--- src/rtl/pipe_pkg.sv ---
// Shared types and constants for the scrolling pipe playfield.
package pipe_pkg;

  typedef logic [15:0] column_t;
  typedef column_t [15:0] field_t;

  typedef enum logic [1:0] {
    IDLE,
    RUN,
    CRASH
  } game_state_t;

  localparam int FIELD_COLS = 16;
  localparam logic [7:0] SCORE_MAX = 8'd255;

  // Increment that sticks at the top of the score range instead of wrapping.
  function automatic logic [7:0] sat_inc(input logic [7:0] value);
    return (value == SCORE_MAX) ? value : value + 8'd1;
  endfunction

endpackage

--- src/rtl/pipe_field.sv ---
// 16-column scrolling playfield: shift-left register with a clear control,
// a registered display read port and a combinational tap on the bird column.
module pipe_field
  import pipe_pkg::*;
#(
  parameter int BIRD_COL = 3
) (
  input  logic       clk,
  input  logic       rst,
  input  logic       clear,
  input  logic       shift,
  input  column_t    column_in,
  input  logic [3:0] disp_col,
  output column_t    disp_pixels,
  output column_t    bird_column
);

  localparam int LAST_COL = FIELD_COLS - 1;

  field_t field;

  // Field storage and display read; the read samples the field before any same-edge update.
  always_ff @(posedge clk or negedge rst) begin
    if (!rst) begin
      field       <= '0;
      disp_pixels <= '0;
    end else begin
      disp_pixels <= field[disp_col];
      if (clear) begin
        field <= '0;
      end else if (shift) begin
        field <= {column_in, field[LAST_COL:1]};
      end
    end
  end

  assign bird_column = field[BIRD_COL];

endmodule

--- src/rtl/pipe_scroller.sv ---
// Game-level wrapper around the playfield: IDLE/RUN/CRASH control,
// collision detection at the bird column and the saturating pipe score.
module pipe_scroller
  import pipe_pkg::*;
#(
  parameter int BIRD_COL = 3
) (
  input  logic        clk,
  input  logic        rst,
  input  logic        start,
  input  logic        shift_en,
  input  logic [15:0] column_in,
  input  logic [3:0]  bird_row,
  input  logic [3:0]  disp_col,
  output logic [15:0] disp_pixels,
  output logic        running,
  output logic        crashed,
  output logic [7:0]  score
);

  game_state_t state;
  game_state_t state_next;

  column_t bird_column;
  logic    hit;
  logic    field_clear;
  logic    field_shift;
  logic    score_clear;
  logic    score_inc;

  pipe_field #(
    .BIRD_COL(BIRD_COL)
  ) u_field (
    .clk        (clk),
    .rst        (rst),
    .clear      (field_clear),
    .shift      (field_shift),
    .column_in  (column_in),
    .disp_col   (disp_col),
    .disp_pixels(disp_pixels),
    .bird_column(bird_column)
  );

  assign hit = bird_column[bird_row];

  // Next-state and datapath controls; a hit blocks the shift, and start beats shift_en.
  always_comb begin
    state_next  = state;
    field_clear = 1'b0;
    field_shift = 1'b0;
    score_clear = 1'b0;
    score_inc   = 1'b0;
    unique case (state)
      IDLE: begin
        field_clear = 1'b1;
        if (start) begin
          state_next  = RUN;
          score_clear = 1'b1;
        end
      end
      RUN: begin
        if (hit) begin
          state_next = CRASH;
        end else if (shift_en) begin
          field_shift = 1'b1;
          score_inc   = (bird_column != '0);
        end
      end
      CRASH: begin
        if (start) begin
          state_next  = RUN;
          field_clear = 1'b1;
          score_clear = 1'b1;
        end
      end
      default: begin
        state_next = IDLE;
      end
    endcase
  end

  // State register with status flags decoded from the upcoming state so they track it exactly.
  always_ff @(posedge clk or negedge rst) begin
    if (!rst) begin
      state   <= IDLE;
      running <= 1'b0;
      crashed <= 1'b0;
    end else begin
      state   <= state_next;
      running <= (state_next == RUN);
      crashed <= (state_next == CRASH);
    end
  end

  // Score counter: cleared on game start, bumped when a pipe leaves the bird column.
  always_ff @(posedge clk or negedge rst) begin
    if (!rst) begin
      score <= '0;
    end else if (score_clear) begin
      score <= '0;
    end else if (score_inc) begin
      score <= sat_inc(score);
    end
  end

endmodule

--- config.mk ---
export PLATFORM = sky130hd
export DESIGN_NAME = pipe_scroller
export DESIGN_NICKNAME = d
export VERILOG_FILES = /design/src/rtl/pipe_pkg.sv /design/src/rtl/pipe_field.sv /design/src/rtl/pipe_scroller.sv
export SDC_FILE = /design/constraint.sdc
export NUM_CORES = 1
export LEC_CHECK = 0
export ABC_AREA = 1
export CAP_MARGIN = 20
export CORE_AREA = 2 2 171 206
export DETAILED_ROUTE_END_ITERATION = 6
export DIE_AREA = 0 0 173 208
export GPL_TIMING_DRIVEN = 0
export PLACE_DENSITY_LB_ADDON = 0.08
export SLEW_MARGIN = 20
export SYNTH_ARGS = -nofsm -noshare
export SYNTH_HDL_FRONTEND = slang
export SYNTH_SLANG_ARGS = --single-unit
--- constraint.sdc ---
create_clock -name clk -period 2 [get_ports clk]
set_clock_uncertainty 0.15 [all_clocks]
set_input_delay 0.4 -clock clk [delete_from_list [all_inputs] [get_ports clk]]
set_output_delay 0.4 -clock clk [all_outputs]
set_load 0.02 [all_outputs]
==> impl_metrics.ini <==
[worst_setup_path]
critPathMaxFanout = 8
slowest_stage = dfrtp_1
ff2ff_path_depth = 11
cp.arrival_ns = 2.35
path_cells = inv_2, nand2_1, nand3_1, nand3_1, nand3_4, nand4_4, buf_6, clkbuf_16, clkbuf_16, nand3_2, nand2_1
worst-setup-path-type = reg2reg
rrSetupSlack_ns = -0.09
start_kind = register
cpPeakStageDelay_ns = 0.40
rr_startpoint = u_field.bird_column[14]
critPathCaptureType = register
r2r-end = u_field.field[238]
required_ns = 2.26

[floorplanning]
core_region_area_um2 = 33900
design.die.area_um2 = 36000
ios = 54
initial_core_util = 0.446
die_w_um = 173
rows = 74
fp.dieH_um = 208

[detailed_routing]
vias = 15683
wl_per_cell_um = 26.4
drc = 0
drt-initial-drc-count = 1773
antenna_left = 0
vias_per_cell = 6.01
dr.pass1.iters = 5
wl_um = 68800

[layout]
syn_to_final_growth_pct = 33.7
fillers = 3138
diodes = 0
nets = 2157
final_cell_count_no_fill = 2608
utilization = 0.597
layout-drive-gt1-share = 0.270

[outcome]
outcome = finished, violations left
violations = negative setup slack

[power_and_ir_drop]
p_sw_w = 0.00751
swShare = 0.380
power_density_nw_per_um2 = 976
peakVddDrop_uv = 712
intPower_w = 0.0122
power_leakage_nw = 9.24
pwr-share-clk = 0.326
combPwrFrac = 0.370
total_power_w = 0.0197
seq_power_share = 0.304

[logic_synthesis]
async_flop_share = 1.00
ys.flop_type = dfrtp_1
synth_area_um2 = 15100
syn_area_per_cell_um2 = 7.66
syn_inst = 1975
syn_nets = 2004
netlist.area_leader.share = 0.470
ys_types = 30
yosys.area.top_type = dfrtp_1
synth.most_common_cell = nand2_1
yosys-top-cells-count = 495 x nand2_1, 284 x dfrtp_1, 270 x nand3_1
yosysWarnings = 0
synth-seq-cells = 284
synth_edf_count = 0
ys_seq_area_frac = 0.470
yosys-top-cells-area = dfrtp_1 47%, nand2_1 12%, nand3_1 8.9%

[grt]
antenna_found_initial = 2
grt_usage = 0.378
grt-ovfl-total = 0
grt_max_degree = 78
grt_pass1_wl_um = 100000
grt_pass1_vias = 15216

[cts]
clockBufferDepth = 3
cts_htree_levels = 2
path_clk_slew_ns = 0.06
cts_tree = done
clkLatencyLatePin_ns = 0.54
cts_made_buffers = 35
clock_sinks = 284
cts_root_buf = clkbuf_16

[place]
place_inst = 2483
io_buffers = 49
post-dp-hpwl_um = 47600
routabilityCongestion = 1.02

[min_path]
hold_class = in2async

[timing]
setup_viol = 193
rsz0062_at_grt = yes
setup_slack_ns = -0.0906
slew_viol_final = 0
max-slew-margin-rel = 0.429
period_needed_ns = 2.09
period_share = 1.05
hold_viol = 0
tightest_slew_ns = 0.857
fmax_mhz = 478

[run]
maxCapViolCount = 0
## cells by family after synthesis
group	Yosys count	share of synthesized area
and+or+nand+nor	939	0.260
AOI/OAI and AO/OA	429	0.164
buffers and inverters	319	0.104
DFF	284	0.470
xor gates and xnor gates	3	0.00174
adders and majority gates	1	0.000827
## repair_timing
action / CTS / global route
pin swaps: 49 / 71
endpoints found under the setup margin: 299 / 352
hold buffers: 1 / 0
resized for setup: 321 / 229
cloned: 32 / 4
hold endpoints to repair: 75 / 0
setup buffers: 18 / 15
## layout make-up
type	instances	area, µm²	share of cell area
inverter	157	607	0.0300
buffer	160	1390	0.0689
timing repair buffer	118	1790	0.0885
clock buffer	54	1090	0.0539
sequential	284	7110	0.351
tap	456	571	0.0282
multi-input combinational	1372	7600	0.376
clock inverter	7	63.8	0.00316
## power by group through the flow
stage	clock (W)	sequential, W	combinational [W]
after floorplan	0	0.00617	0.00268
after global placement	0	0.00610	0.00485
after detailed placement	0	0.00610	0.00488
after CTS	0.00648	0.00599	0.00654
after global routing	0.00673	0.00601	0.00753
final	0.00644	0.00599	0.00731
## metrics by stage
step | hold slack [ns] | worst slack [ns] | TNS [ns] | instance area [µm²]
2_1_floorplan | -0.0456 | 0.120 | 0 | 15100
3_3_place_gp | 0.328 | -12.43 | -3787.03 | 16200
3_5_place_dp | 0.288 | -1.15 | -260.10 | 16300
4_1_cts | 0.279 | -0.141 | -10.01 | 19400
5_1_grt | 0.298 | -0.121 | -11.28 | 20200
6_report | 0.272 | -0.0906 | -5.80 | 20200
## metal layers
metal  vias up  global-route usage  share of wire
met4         0               0.270          0.083
met5         -                   0              0
met3       275              0.0596          0.085
li1       6818                   -              -
met2       880               0.589           0.45
met1      7710               0.482           0.38
## registers in the layout (all words and copies together) (netlist names)
| name | count |
|---|---|
| u_field.field | 240 |
| u_field.bird_column | 16 |
| u_field.disp_pixels | 16 |
| score | 8 |
| state | 2 |
| crashed | 1 |
| running | 1 |
## how the worst max path moves through the flow
stage | start | end | slack, ns | depth (start not counted)
2_1_floorplan | score[0] | score[0] | 0.12 | 9
3_3_place_gp | rst | u_field.field[242] | -12.43 | 1
3_5_place_dp | start | u_field.field[80] | -1.15 | 8
4_1_cts | u_field.bird_column[13] | u_field.field[193] | -0.14 | 12
5_1_grt | u_field.bird_column[13] | u_field.field[41] | -0.12 | 11
6_report | u_field.bird_column[14] | u_field.field[238] | -0.09 | 11
## placed cells by master, fill, tap and decap left out, types with 2 or more instances in the layout
master	instances
nand2_1	436
dfrtp_1	284
nand3_1	153
nor2_1	150
o21ai_0	143
inv_1	138
a21oi_1	131
nand3_2	115
o21ai_2	106
clkbuf_16	46
clkbuf_2	40
nand2_2	32
clkbuf_1	30
buf_16	30
nand2_4	27
buf_2	26
o221ai_1	26
buf_4	25
buf_12	24
dlygate4sd2_1	22
clkdlybuf4s50_1	21
buf_6	18
buf_8	17
inv_2	16
nor2_2	14
clkbuf_4	13
o21ai_1	13
clkbuf_8	10
nand3_4	7
o22ai_1	6
clkinv_2	5
dlymetal6s2s_1	5
buf_1	4
o21ai_4	3
inv_6	2
xnor2_1	2
nor3_1	2
## worst max-delay path: cells and delay by family, from the launching register on
kind | cells | cell delay (ns)
buffers and inverters | 4 | 0.70
flip-flops | 1 | 0.40
AND/OR/NAND/NOR | 7 | 0.68
(Power assumes the default switching activity.)
